--- config.mk ---
export PLATFORM = sky130hd
export DESIGN_NAME = v_pipe_query_rsp_flat
export DESIGN_NICKNAME = d
export VERILOG_FILES = /design/src/rtl/v_pkg.sv /design/src/rtl/v_pipe_query_rsp_if.sv /design/src/rtl/v_pipe_query_rsp.sv /design/src/flat_wrapper.sv
export SDC_FILE = /design/constraint.sdc
export NUM_CORES = 1
export LEC_CHECK = 0
export CORE_AREA = 2 2 105 107
export DETAILED_ROUTE_END_ITERATION = 7
export DIE_AREA = 0 0 107 109
export PLACE_DENSITY = 0.73
export SYNTH_ARGS = -nofsm -noshare
export SYNTH_HDL_FRONTEND = slang
export SYNTH_SLANG_ARGS = --single-unit
export TNS_END_PERCENT = 10
--- constraint.sdc ---
create_clock -name clk -period 2.7 [get_ports clk]
set_input_delay 0.54 -clock clk [delete_from_list [all_inputs] [get_ports clk]]
set_output_delay 0.54 -clock clk [all_outputs]
set_load 0.05 [all_outputs]
--- src/rtl/v_pkg.sv ---
// Shared types for the list query pipeline and its response buffer.
package v_pkg;

   localparam int unsigned KEY_W      = 8;
   localparam int unsigned VOLUME_W   = 8;
   localparam int unsigned LISTSIZE_W = 4;

   typedef logic [KEY_W-1:0]      key_t;
   typedef logic [VOLUME_W-1:0]   volume_t;
   typedef logic [LISTSIZE_W-1:0] listsize_t;

   // One buffered query result.
   typedef struct packed {
      key_t      key;
      volume_t   size;
      listsize_t listsize;
      logic      error;
   } rsp_t;

endpackage

--- src/rtl/v_pipe_query_rsp_if.sv ---
// Query result input and host response handshake.
interface v_pipe_query_rsp_if;

   logic               i_lut_vld_r;
   v_pkg::key_t        i_lut_key;
   v_pkg::volume_t     i_lut_size;
   logic               i_lut_error;
   v_pkg::listsize_t   i_lut_listsize;

   logic               o_rsp_vld;
   v_pkg::key_t        o_rsp_key;
   v_pkg::volume_t     o_rsp_size;
   logic               o_rsp_error;
   v_pkg::listsize_t   o_rsp_listsize;
   logic               i_rsp_accept;

   // Producer of query results and consumer of responses.
   modport master (
      output i_lut_vld_r, i_lut_key, i_lut_size, i_lut_error, i_lut_listsize,
      output i_rsp_accept,
      input  o_rsp_vld, o_rsp_key, o_rsp_size, o_rsp_error, o_rsp_listsize
   );

   // The response buffer.
   modport slave (
      input  i_lut_vld_r, i_lut_key, i_lut_size, i_lut_error, i_lut_listsize,
      input  i_rsp_accept,
      output o_rsp_vld, o_rsp_key, o_rsp_size, o_rsp_error, o_rsp_listsize
   );

endinterface

--- src/rtl/v_pipe_query_rsp.sv ---
// Response FIFO behind the non-stallable query pipeline; overflow is dropped and counted.
module v_pipe_query_rsp #(
   parameter  int unsigned DEPTH      = 4,
   parameter  int unsigned DROP_CNT_W = 8,
   localparam int unsigned PTR_W      = $clog2(DEPTH),
   localparam int unsigned LVL_W      = PTR_W + 1
) (
   input  logic                  clk,
   input  logic                  rst,
   v_pipe_query_rsp_if.slave     bus,
   output logic [LVL_W-1:0]      o_level,
   output logic                  o_full,
   output logic                  o_empty,
   output logic [DROP_CNT_W-1:0] o_drop_cnt,
   output logic                  o_drop_sticky,
   input  logic                  i_drop_clr
);

   v_pkg::rsp_t mem [DEPTH];
   logic [PTR_W-1:0] rd_ptr;
   logic [PTR_W-1:0] wr_ptr;

   logic                  pop_c;
   logic                  push_c;
   logic                  drop_c;
   v_pkg::rsp_t           wr_entry_c;
   v_pkg::rsp_t           head_c;
   logic [LVL_W-1:0]      level_nxt_c;
   logic [DROP_CNT_W-1:0] drop_cnt_nxt_c;
   logic                  drop_sticky_nxt_c;

   // Handshake decode, error masking and next occupancy / drop state.
   always_comb begin
      pop_c             = 1'b0;
      push_c            = 1'b0;
      drop_c            = 1'b0;
      wr_entry_c        = '0;
      level_nxt_c       = o_level;
      drop_cnt_nxt_c    = o_drop_cnt;
      drop_sticky_nxt_c = o_drop_sticky;

      pop_c  = ~o_empty & bus.i_rsp_accept;
      push_c = bus.i_lut_vld_r & (~o_full | pop_c);
      drop_c = bus.i_lut_vld_r & o_full & ~pop_c;

      if (bus.i_lut_error) begin
         wr_entry_c.error = 1'b1;
      end else begin
         wr_entry_c.key      = bus.i_lut_key;
         wr_entry_c.size     = bus.i_lut_size;
         wr_entry_c.listsize = bus.i_lut_listsize;
         wr_entry_c.error    = 1'b0;
      end

      if (push_c && !pop_c) begin
         level_nxt_c = o_level + LVL_W'(1);
      end else if (pop_c && !push_c) begin
         level_nxt_c = o_level - LVL_W'(1);
      end

      // A drop in the same cycle as a clear still leaves a record of itself.
      if (drop_c) begin
         drop_sticky_nxt_c = 1'b1;
         if (i_drop_clr) begin
            drop_cnt_nxt_c = DROP_CNT_W'(1);
         end else if (o_drop_cnt != '1) begin
            drop_cnt_nxt_c = o_drop_cnt + DROP_CNT_W'(1);
         end
      end else if (i_drop_clr) begin
         drop_cnt_nxt_c    = '0;
         drop_sticky_nxt_c = 1'b0;
      end
   end

   // Pointers, occupancy flags and drop counters.
   always_ff @(posedge clk) begin
      if (rst) begin
         rd_ptr        <= '0;
         wr_ptr        <= '0;
         o_level       <= '0;
         o_full        <= 1'b0;
         o_empty       <= 1'b1;
         o_drop_cnt    <= '0;
         o_drop_sticky <= 1'b0;
      end else begin
         if (push_c) wr_ptr <= wr_ptr + PTR_W'(1);
         if (pop_c)  rd_ptr <= rd_ptr + PTR_W'(1);
         o_level       <= level_nxt_c;
         o_full        <= (level_nxt_c == LVL_W'(DEPTH));
         o_empty       <= (level_nxt_c == '0);
         o_drop_cnt    <= drop_cnt_nxt_c;
         o_drop_sticky <= drop_sticky_nxt_c;
      end
   end

   // Entry storage; contents are meaningless outside the occupied window.
   always_ff @(posedge clk) begin
      if (push_c && !rst) mem[wr_ptr] <= wr_entry_c;
   end

   // Head presentation, zeroed when nothing is buffered.
   assign head_c             = o_empty ? '0 : mem[rd_ptr];
   assign bus.o_rsp_vld      = ~o_empty;
   assign bus.o_rsp_key      = head_c.key;
   assign bus.o_rsp_size     = head_c.size;
   assign bus.o_rsp_listsize = head_c.listsize;
   assign bus.o_rsp_error    = head_c.error;

`ifndef SYNTHESIS
   // Occupancy bounds and head stability under backpressure.
   a_level_max : assert property (@(posedge clk) o_level <= LVL_W'(DEPTH));
   a_full_empty : assert property (@(posedge clk) !(o_full && o_empty));
   a_head_stable : assert property (@(posedge clk) disable iff (rst)
      (bus.o_rsp_vld && !bus.i_rsp_accept) |=> $stable(head_c));
`endif

endmodule

--- src/flat_wrapper.sv ---
// flat-port wrapper written by rule: the top's interface ports become plain ports
module v_pipe_query_rsp_flat 
#(
   parameter  int unsigned DEPTH      = 4,
   parameter  int unsigned DROP_CNT_W = 8,
   localparam int unsigned PTR_W      = $clog2(DEPTH),
   localparam int unsigned LVL_W      = PTR_W + 1
)
  (clk, rst, o_level, o_full, o_empty, o_drop_cnt, o_drop_sticky, i_drop_clr, bus_i_lut_vld_r, bus_i_lut_key, bus_i_lut_size, bus_i_lut_error, bus_i_lut_listsize, bus_i_rsp_accept, bus_o_rsp_vld, bus_o_rsp_key, bus_o_rsp_size, bus_o_rsp_error, bus_o_rsp_listsize);
  v_pipe_query_rsp_if bus_i ();
  input  logic clk;
  input  logic rst;
  output logic [LVL_W-1:0] o_level;
  output logic o_full;
  output logic o_empty;
  output logic [DROP_CNT_W-1:0] o_drop_cnt;
  output logic o_drop_sticky;
  input  logic i_drop_clr;
  input wire logic [$bits(bus_i.i_lut_vld_r)-1:0] bus_i_lut_vld_r;
  input wire logic [$bits(bus_i.i_lut_key)-1:0] bus_i_lut_key;
  input wire logic [$bits(bus_i.i_lut_size)-1:0] bus_i_lut_size;
  input wire logic [$bits(bus_i.i_lut_error)-1:0] bus_i_lut_error;
  input wire logic [$bits(bus_i.i_lut_listsize)-1:0] bus_i_lut_listsize;
  input wire logic [$bits(bus_i.i_rsp_accept)-1:0] bus_i_rsp_accept;
  output wire logic [$bits(bus_i.o_rsp_vld)-1:0] bus_o_rsp_vld;
  output wire logic [$bits(bus_i.o_rsp_key)-1:0] bus_o_rsp_key;
  output wire logic [$bits(bus_i.o_rsp_size)-1:0] bus_o_rsp_size;
  output wire logic [$bits(bus_i.o_rsp_error)-1:0] bus_o_rsp_error;
  output wire logic [$bits(bus_i.o_rsp_listsize)-1:0] bus_o_rsp_listsize;
  assign bus_i.i_lut_vld_r = bus_i_lut_vld_r;
  assign bus_i.i_lut_key = bus_i_lut_key;
  assign bus_i.i_lut_size = bus_i_lut_size;
  assign bus_i.i_lut_error = bus_i_lut_error;
  assign bus_i.i_lut_listsize = bus_i_lut_listsize;
  assign bus_i.i_rsp_accept = bus_i_rsp_accept;
  assign bus_o_rsp_vld = bus_i.o_rsp_vld;
  assign bus_o_rsp_key = bus_i.o_rsp_key;
  assign bus_o_rsp_size = bus_i.o_rsp_size;
  assign bus_o_rsp_error = bus_i.o_rsp_error;
  assign bus_o_rsp_listsize = bus_i.o_rsp_listsize;
  v_pipe_query_rsp #(.DEPTH(DEPTH), .DROP_CNT_W(DROP_CNT_W)) u_core (.clk(clk), .rst(rst), .bus(bus_i), .o_level(o_level), .o_full(o_full), .o_empty(o_empty), .o_drop_cnt(o_drop_cnt), .o_drop_sticky(o_drop_sticky), .i_drop_clr(i_drop_clr));
endmodule
==> metrics.txt, run 1 <==
# TYPE chip_impl_metric gauge
chip_impl_metric{name="final_core_utilization",unit=""} 0.5107
chip_impl_metric{name="post_drt_via_cell_ratio",unit=""} 5.088
chip_impl_metric{name="path_clk_slew",unit="ns"} 0.09
chip_impl_metric{name="maxCapViolCount",unit=""} 0
chip_impl_metric{name="clock_sink_count",unit=""} 104
chip_impl_metric{name="synth_warnings",unit=""} 0
chip_impl_metric{name="vdd_drop_max",unit="mV"} 0.3805
chip_impl_metric{name="synth_compound_area_frac",unit=""} 0.03817
chip_impl_metric{name="worst-endpoint-required",unit="ns"} 2.16
chip_impl_metric{name="globalRouteOverflowTotal",unit=""} 0
chip_impl_info{name="status",value="complete, no violations"} 1
chip_impl_metric{name="portBuffers",unit=""} 61
chip_impl_metric{name="multi_input_comb_area",unit="sq um"} 1371
chip_impl_metric{name="drt.antenna.violating_nets",unit=""} 0
chip_impl_metric{name="fillers",unit=""} 891
chip_impl_info{name="synth_top_family_by_area",value="simple AND/OR/NAND/NOR gates"} 1
chip_impl_info{name="sort_of_element_at_the_end_of_the_critical_path",value="primary output"} 1
chip_impl_metric{name="fin_nets",unit=""} 378
chip_impl_metric{name="cts_inserted_buffers",unit=""} 9
chip_impl_metric{name="synth_enable_flop_cells",unit=""} 84
chip_impl_metric{name="maxSlewViolCount",unit=""} 0
chip_impl_metric{name="netlist_instances",unit=""} 273
chip_impl_metric{name="track_usage",unit=""} 0.1415
chip_impl_metric{name="pin_count",unit=""} 62
chip_impl_metric{name="grt_max_degree",unit=""} 25
chip_impl_info{name="timing_worst_setup_path_type",value="reg2out"} 1
chip_impl_info{name="endpoint",value="bus_o_rsp_key[1]"} 1
chip_impl_metric{name="postSynthNetCount",unit=""} 306
chip_impl_metric{name="avgSynthCellArea",unit="sq um"} 16.09
chip_impl_metric{name="ffs_latches_synth",unit=""} 104
chip_impl_metric{name="first_iter_violations",unit=""} 114
chip_impl_metric{name="synth.distinct_cells",unit=""} 48
chip_impl_metric{name="power_switching_share",unit=""} 0.2984
chip_impl_metric{name="ys_async_sr_fraction",unit=""} 0
chip_impl_metric{name="drive_above_1_share",unit=""} 0.2264
chip_impl_metric{name="cell_internal_pwr",unit="W"} 0.002850
chip_impl_metric{name="design_area",unit="sq um"} 5415
chip_impl_metric{name="die_x",unit="um"} 107
chip_impl_metric{name="dr_wl_met2",unit="um"} 3902
chip_impl_metric{name="route.final.wire_length",unit="um"} 7771
chip_impl_metric{name="die_area",unit="sq um"} 11660
chip_impl_info{name="route.top_layer_used",value="met4"} 1
chip_impl_metric{name="vias_in_the_first_global_route",unit=""} 2454
chip_impl_metric{name="grt_antenna_before_repair",unit=""} 0
chip_impl_info{name="worst_r2r_startpoint",value="u_core.o_full$_SDFF_PP0_"} 1
chip_impl_metric{name="clock_power_share",unit=""} 0.275
chip_impl_info{name="crit_path_start_kind",value="flip-flop"} 1
chip_impl_metric{name="design.core.area",unit="sq um"} 10600
chip_impl_metric{name="synth_xor_area_frac",unit=""} 0.009969
chip_impl_metric{name="antennaDiodeCount",unit=""} 0
chip_impl_metric{name="pwr-share-seq",unit=""} 0.455
chip_impl_metric{name="clock_path_buffers",unit=""} 2
chip_impl_info{name="regToRegEndpoint",value="u_core.mem[1][10]$_DFFE_PP_"} 1
chip_impl_metric{name="setup_tns",unit="ns"} 0
chip_impl_metric{name="seqCellArea",unit="sq um"} 2923
chip_impl_metric{name="hold_violations",unit=""} 0
chip_impl_metric{name="p_comb_frac",unit=""} 0.270
chip_impl_metric{name="total_leakage_power",unit="nW"} 1.862
chip_impl_metric{name="rows",unit=""} 38
chip_impl_metric{name="power_density",unit="nW/um^2"} 750.0
chip_impl_info{name="cts-root-buf",value="sky130_fd_sc_hd__clkbuf_8"} 1
chip_impl_metric{name="synth_seq_area_share",unit=""} 0.6653
chip_impl_metric{name="synth_fa_ha_area_frac",unit=""} 0.01994
chip_impl_info{name="timing.hold.worst.class",value="reg2reg"} 1
chip_impl_metric{name="muxShareOfSynthArea",unit=""} 0.1156
chip_impl_metric{name="avgRoutedWirePerCell",unit="um"} 15.89
chip_impl_metric{name="place.gp.congestion",unit=""} 0.8134
chip_impl_metric{name="sum_of_net_half_perimeters_after_detailed_placement",unit="um"} 5196
chip_impl_metric{name="wire_length_of_the_first_global_routing_pass",unit="um"} 12560
chip_impl_metric{name="r2r_cells",unit=""} 5
chip_impl_metric{name="die_y",unit="um"} 109
chip_impl_metric{name="post_cts_resize_count",unit=""} 0
chip_impl_metric{name="hold_buffers",unit=""} 0
chip_impl_metric{name="report.final.setup_viol",unit=""} 0
chip_impl_metric{name="tightestPinTransition",unit="ns"} 0.5136
chip_impl_info{name="rsz_0062_raised_after_global_routing",value="no"} 1
chip_impl_metric{name="worstPathArrival",unit="ns"} 1.86
chip_impl_metric{name="initial_utilization",unit=""} 0.4143
chip_impl_metric{name="worst_skew_pair.late_latency",unit="ns"} 0.35
chip_impl_metric{name="r2r_slack",unit="ns"} 1.01
chip_impl_metric{name="total_switching_power",unit="W"} 0.001212
chip_impl_metric{name="critPathMaxFanout",unit=""} 21
chip_impl_info{name="tritoncts_clock_tree",value="yes"} 1
chip_impl_metric{name="wl_met3",unit="um"} 346
chip_impl_info{name="synth_top_flop_cell",value="sky130_fd_sc_hd__edfxtp_1"} 1
chip_impl_metric{name="timing.final.crit_period",unit="ns"} 2.401
chip_impl_metric{name="postPlaceCellArea",unit="sq um"} 5176
chip_impl_metric{name="fin_total_pwr",unit="W"} 0.004061
chip_impl_metric{name="cts.htree.levels",unit=""} 3
chip_impl_metric{name="post-cts-setup-buffers",unit=""} 0
chip_impl_metric{name="fin_skew",unit="ns"} 0.007590
chip_impl_metric{name="via_total_after_detailed_routing",unit=""} 2488
chip_impl_metric{name="final.period_utilization",unit=""} 0.8892
chip_impl_metric{name="max_freq",unit="MHz"} 416.5
chip_impl_metric{name="post_syn_area",unit="sq um"} 4393
chip_impl_metric{name="routedLengthMet1",unit="um"} 3489
chip_impl_metric{name="drt_drc_violations_left",unit=""} 0
chip_impl_metric{name="pre_repair_dr_iteration_count",unit=""} 4
chip_impl_metric{name="fraction_of_the_mapped_netlist_area_in_simple_logic_gates",unit=""} 0.1285
chip_impl_metric{name="area.growth.synth_to_final",unit="%"} 23.27
chip_impl_metric{name="timing.slew.headroom",unit=""} 0.6565
cells by family (layout without fill, tap and decap cells):
logic type,count (synthesis),count (layout)
flip-flops,104,104
AND/OR/NAND/NOR,89,89
multiplexers,24,24
AO/OA/AOI/OAI,23,23
buffers and inverters,21,97
adder cells (fa/ha/maj),7,7
XOR/XNOR,5,5
state kept, by name (all words and copies together), names as in the netlist, named ones only:
signal,cells
u_core.o_drop_cnt,8
u_core.o_full,1
u_core.rd_ptr,2
u_core.wr_ptr,2
u_core.o_level,3
u_core.o_drop_sticky,1
u_core.mem,84
u_core.o_empty,1
power groups by stage:
stage          Combinational [W]  Sequential [W]  Clock, W
6_report                 0.00110         0.00185   0.00112
5_1_grt                  0.00117         0.00186   0.00121
4_1_cts                  0.00111         0.00185   0.00114
3_5_place_dp             0.00111         0.00188         0
3_3_place_gp             0.00110         0.00188         0
2_1_floorplan           0.000734         0.00193         0
area by class of cell:
type | instances | area share
timing repair buffer | 73 | 0.1243
multi-input combinational | 148 | 0.2532
clock inverter | 6 | 0.02126
sequential | 104 | 0.5397
tap | 140 | 0.03235
clock buffer | 9 | 0.02287
inverter | 9 | 0.006238
metal layers:
metal  up-vias  track usage
li1       1184            -
met1      1234       0.1816
met2        66       0.2420
met3         4      0.03646
met4         0      0.03525
met5         -            0
placed cells by master (no fill, tap or decap), types with 7 or more instances in the layout:
cell type / count
sky130_fd_sc_hd__clkbuf_8: 9
sky130_fd_sc_hd__nor2b_1: 21
sky130_fd_sc_hd__nor2_1: 10
sky130_fd_sc_hd__buf_4: 31
sky130_fd_sc_hd__ha_1: 7
sky130_fd_sc_hd__dfxtp_1: 20
sky130_fd_sc_hd__inv_1: 8
sky130_fd_sc_hd__clkdlybuf4s50_1: 40
sky130_fd_sc_hd__mux4_2: 21
sky130_fd_sc_hd__edfxtp_1: 84
sky130_fd_sc_hd__and2_1: 28
per-stage QoR:
| step | instances | setup slack [ns] | hold WS, ns |
|---|---|---|---|
| after floorplan | 273 | 0.4131 | 0.4847 |
| after global placement | 474 | 0.3592 | 0.4623 |
| after detailed placement | 474 | 0.3042 | 0.4745 |
| after CTS | 489 | 0.2560 | 0.4919 |
| after global routing | 489 | 0.1769 | 0.5139 |
| final | 489 | 0.2993 | 0.4886 |
worst min-delay path by stage:
stage / slack [ns] / to / depth (start not counted) / start
floorplan: 0.48 / flip-flop / 2 / u_core.rd_ptr[1]$_SDFFE_PP0P_
global placement: 0.46 / u_core.o_drop_sticky$_SDFFE_PP0P_ / 2 / u_core.o_drop_sticky$_SDFFE_PP0P_
detailed placement: 0.47 / u_core.o_drop_sticky$_SDFFE_PP0P_ / 2 / u_core.o_drop_sticky$_SDFFE_PP0P_
CTS: 0.49 / u_core.o_drop_sticky$_SDFFE_PP0P_ / 2 / u_core.o_drop_sticky$_SDFFE_PP0P_
global route: 0.51 / u_core.o_drop_sticky$_SDFFE_PP0P_ / 2 / u_core.o_drop_sticky$_SDFFE_PP0P_
finish: 0.49 / u_core.o_drop_sticky$_SDFFE_PP0P_ / 2 / u_core.o_drop_sticky$_SDFFE_PP0P_
synthesized netlist by cell type (2+ instances only):
cell / n / area, sq um
sky130_fd_sc_hd__edfxtp_1: 84 / 2522
sky130_fd_sc_hd__and2_1: 28 / 175.2
sky130_fd_sc_hd__mux4_2: 21 / 473.0
sky130_fd_sc_hd__nor2b_1: 21 / 131.4
sky130_fd_sc_hd__dfxtp_1: 20 / 400.4
sky130_fd_sc_hd__nor2_1: 10 / 37.54
sky130_fd_sc_hd__inv_1: 8 / 30.03
sky130_fd_sc_hd__clkbuf_1: 7 / 26.28
sky130_fd_sc_hd__ha_1: 7 / 87.58
sky130_fd_sc_hd__a21oi_1: 5 / 25.02
sky130_fd_sc_hd__nand2_1: 5 / 18.77
sky130_fd_sc_hd__nand3_1: 5 / 25.02
sky130_fd_sc_hd__nand2b_1: 4 / 25.02
sky130_fd_sc_hd__o21ai_1: 3 / 15.01
sky130_fd_sc_hd__xnor2_1: 3 / 26.28
sky130_fd_sc_hd__a311oi_1: 2 / 17.52
sky130_fd_sc_hd__a31oi_1: 2 / 12.51
sky130_fd_sc_hd__and4_1: 2 / 17.52
sky130_fd_sc_hd__buf_4: 2 / 15.01
sky130_fd_sc_hd__mux2i_1: 2 / 20.02
sky130_fd_sc_hd__nand4_1: 2 / 12.51
sky130_fd_sc_hd__nor3_2: 2 / 20.02
sky130_fd_sc_hd__o311a_1: 2 / 20.02
sky130_fd_sc_hd__xor2_1: 2 / 17.52
critical path: stages, from the launching register on:
cell and delay, ns:
sky130_fd_sc_hd__dfxtp_1 0.36, sky130_fd_sc_hd__buf_12 0.21, sky130_fd_sc_hd__mux4_2 0.55, sky130_fd_sc_hd__and2_1 0.19, sky130_fd_sc_hd__buf_4 0.19
Power figures use the tool's default switching activity.
==> run 2: changes to the inputs <==
Settings changed: REMOVE_ABC_BUFFERS set to 1.
==> run 2 against run 1 <==
  * Flip-flop and latch count stayed put
  * Setup slack better by 0.053 ns
  * Clock skew is 0.0029 ns lower
  * First-iteration DRC count is 8.8% higher
  * Maximum frequency is 2.2% higher
  * Clock power is 26% lower
  * Sequential share of layout area is 0.49 points higher
==> metrics.txt, run 2 (synthesis results as in run 1) <==
# TYPE chip_impl_metric gauge
chip_impl_metric{name="max_stage_delay",unit="ns"} 0.53
chip_impl_metric{name="setup_tns",unit="ns"} 0
chip_impl_metric{name="portBuffers",unit=""} 61
chip_impl_metric{name="hold_violations",unit=""} 0
chip_impl_metric{name="maxSlewViolCount",unit=""} 0
chip_impl_metric{name="report.final.setup_viol",unit=""} 0
chip_impl_metric{name="post_cts_resize_count",unit=""} 0
chip_impl_metric{name="groute.layer.met1.usage",unit=""} 0.1777
chip_impl_metric{name="antennaDiodeCount",unit=""} 0
chip_impl_metric{name="final.period_utilization",unit=""} 0.8697
chip_impl_metric{name="grt_antenna_before_repair",unit=""} 0
chip_impl_metric{name="pre_repair_dr_iteration_count",unit=""} 4
chip_impl_metric{name="cts_inserted_buffers",unit=""} 9
chip_impl_info{name="crit_path_start_kind",value="flip-flop"} 1
chip_impl_metric{name="clock_path_buffers",unit=""} 2
chip_impl_info{name="rsz_0062_raised_after_global_routing",value="no"} 1
chip_impl_metric{name="vdd_drop_max",unit="mV"} 0.3283
chip_impl_info{name="largest_register",value="u_core.mem"} 1
chip_impl_metric{name="grt_use_met3",unit=""} 0.03646
chip_impl_metric{name="initial_utilization",unit=""} 0.4143
chip_impl_metric{name="rows",unit=""} 38
chip_impl_metric{name="sum_of_net_half_perimeters_after_detailed_placement",unit="um"} 5132
chip_impl_metric{name="fillers",unit=""} 876
chip_impl_metric{name="largest_register_ffs",unit=""} 84
chip_impl_metric{name="total_leakage_power",unit="nW"} 1.823
chip_impl_metric{name="pin_count",unit=""} 62
chip_impl_metric{name="fin_nets",unit=""} 377
chip_impl_info{name="timing.hold.worst.class",value="reg2reg"} 1
chip_impl_metric{name="post-cts-setup-buffers",unit=""} 0
chip_impl_metric{name="grt_use_met2",unit=""} 0.2457
chip_impl_metric{name="drive_above_1_share",unit=""} 0.2213
chip_impl_metric{name="vias_in_the_first_global_route",unit=""} 2540
chip_impl_metric{name="place.gp.congestion",unit=""} 0.8409
chip_impl_metric{name="whs",unit="ns"} 0.4977
chip_impl_metric{name="timing.final.crit_period",unit="ns"} 2.348
chip_impl_metric{name="route.final.wire_length",unit="um"} 7973
chip_impl_metric{name="maxCapViolCount",unit=""} 0
chip_impl_info{name="tritoncts_clock_tree",value="yes"} 1
chip_impl_info{name="grt-busiest-layer",value="met2"} 1
chip_impl_metric{name="clock_sink_count",unit=""} 104
chip_impl_metric{name="critPathMaxFanout",unit=""} 21
chip_impl_metric{name="worst-endpoint-required",unit="ns"} 2.16
chip_impl_metric{name="wire_length_of_the_first_global_routing_pass",unit="um"} 12580
chip_impl_info{name="status",value="complete, no violations"} 1
chip_impl_metric{name="avgRoutedWirePerCell",unit="um"} 16.34
chip_impl_info{name="leading_registers_by_flop_count",value="u_core.mem: 84 flops, u_core.o_drop_cnt: 8 flops, u_core.o_level: 3 flops"} 1
chip_impl_info{name="worst_path_max_delay_cell",value="sky130_fd_sc_hd__mux4_2"} 1
chip_impl_info{name="sort_of_element_at_the_end_of_the_critical_path",value="primary output"} 1
chip_impl_metric{name="multi_input_comb_area",unit="sq um"} 1371
chip_impl_metric{name="drt.antenna.violating_nets",unit=""} 0
chip_impl_info{name="cts-root-buf",value="sky130_fd_sc_hd__clkbuf_8"} 1
chip_impl_info{name="crit_path_cell_trace",value="buf_12 -> mux4_2 -> and2_1 -> buf_4"} 1
chip_impl_metric{name="fin_skew",unit="ns"} 0.004686
chip_impl_metric{name="worstPathArrival",unit="ns"} 1.81
chip_impl_info{name="commonest_cells_after_routing_fill_and_taps_aside",value="sky130_fd_sc_hd__edfxtp_1, sky130_fd_sc_hd__clkdlybuf4s50_1, sky130_fd_sc_hd__and2_1"} 1
chip_impl_metric{name="design.core.area",unit="sq um"} 10600
chip_impl_metric{name="max_freq",unit="MHz"} 425.9
chip_impl_metric{name="drt_drc_violations_left",unit=""} 0
chip_impl_metric{name="path_clk_slew",unit="ns"} 0.09
chip_impl_metric{name="worst_skew_pair.late_latency",unit="ns"} 0.36
chip_impl_metric{name="cts.htree.levels",unit=""} 3
chip_impl_metric{name="die_area",unit="sq um"} 11660
chip_impl_metric{name="die_y",unit="um"} 109
chip_impl_metric{name="globalRouteOverflowTotal",unit=""} 0
chip_impl_metric{name="seqCellArea",unit="sq um"} 2924
chip_impl_metric{name="tightestPinTransition",unit="ns"} 0.4989
chip_impl_metric{name="timing.slew.headroom",unit=""} 0.6663
chip_impl_metric{name="post_drt_via_cell_ratio",unit=""} 5.102
chip_impl_info{name="timing_worst_setup_path_type",value="reg2out"} 1
chip_impl_info{name="layout_commonest_cell",value="sky130_fd_sc_hd__edfxtp_1"} 1
chip_impl_metric{name="power_density",unit="nW/um^2"} 704.4
chip_impl_metric{name="via_total_after_detailed_routing",unit=""} 2490
chip_impl_metric{name="area.growth.synth_to_final",unit="%"} 22.22
chip_impl_metric{name="die_x",unit="um"} 107
chip_impl_metric{name="hold_buffers",unit=""} 0
chip_impl_metric{name="first_iter_violations",unit=""} 124
chip_impl_metric{name="track_usage",unit=""} 0.1435
chip_impl_metric{name="grt_max_degree",unit=""} 25
[run 2: cell count changes in the layout (fill, tap and decap cells not counted), sizes merged]
cell	change
clkbuf	+1
bufinv	-3
clkinv	+2
inv	-1
clkinvlp	+1
buf	-1
[run 2: final cells by class]
type	count	area share
flip-flops and latches	104	0.5446
multi-input cells	148	0.2554
repair buffers	72	0.1310
well taps	140	0.03263
clock buffers	10	0.02377
clock inverters	5	0.006292
inverters	9	0.006292
[run 2: path summary, 6_finish.rpt]
kind              slack, ns                               from                                end  cells after the start
setup reg to reg       0.97       u_core.o_level[0]$_SDFF_PP0_           u_core.o_full$_SDFF_PP0_                      6
setup / recovery       0.35                          flip-flop                   bus_o_rsp_key[1]                      4
hold / removal         0.50  u_core.o_drop_sticky$_SDFFE_PP0P_  u_core.o_drop_sticky$_SDFFE_PP0P_                      2
hold reg to reg        0.50  u_core.o_drop_sticky$_SDFFE_PP0P_  u_core.o_drop_sticky$_SDFFE_PP0P_                      2
[run 2: stage by stage]
step	std cells	instance area [sq um]	utilization	total power (W)	setup WS, ns
global placement	473	5207	0.4911	0.002988	0.4325
CTS	488	5369	0.5064	0.003824	0.3049
global route	488	5369	0.5064	0.003960	0.2354
detailed placement	473	5207	0.4911	0.003006	0.4153
floorplan	261	4328	-	0.002629	0.1882
finish	488	5369	0.5064	0.003782	0.3519
[run 2: worst max-delay path, delay by kind of cell (launching register included)]
family | cells | cell delay [ns]
buffers and inverters | 2 | 0.39
flip-flops | 1 | 0.35
multiplexers | 1 | 0.53
AND/OR/NAND/NOR | 1 | 0.18
[run 2: routing by layer]
metal	up-vias	routed length, um
met1	1228	3444
met2	78	3964
met4	0	78
li1	1176	-
met3	8	486
met5	-	0
[run 2: power by group]
part / switching (W) / internal, W
clock: 0.000496 / 0.000331
sequential: 0.0000434 / 0.00181
combinational: 0.000677 / 0.000428
total: 0.00122 / 0.00257
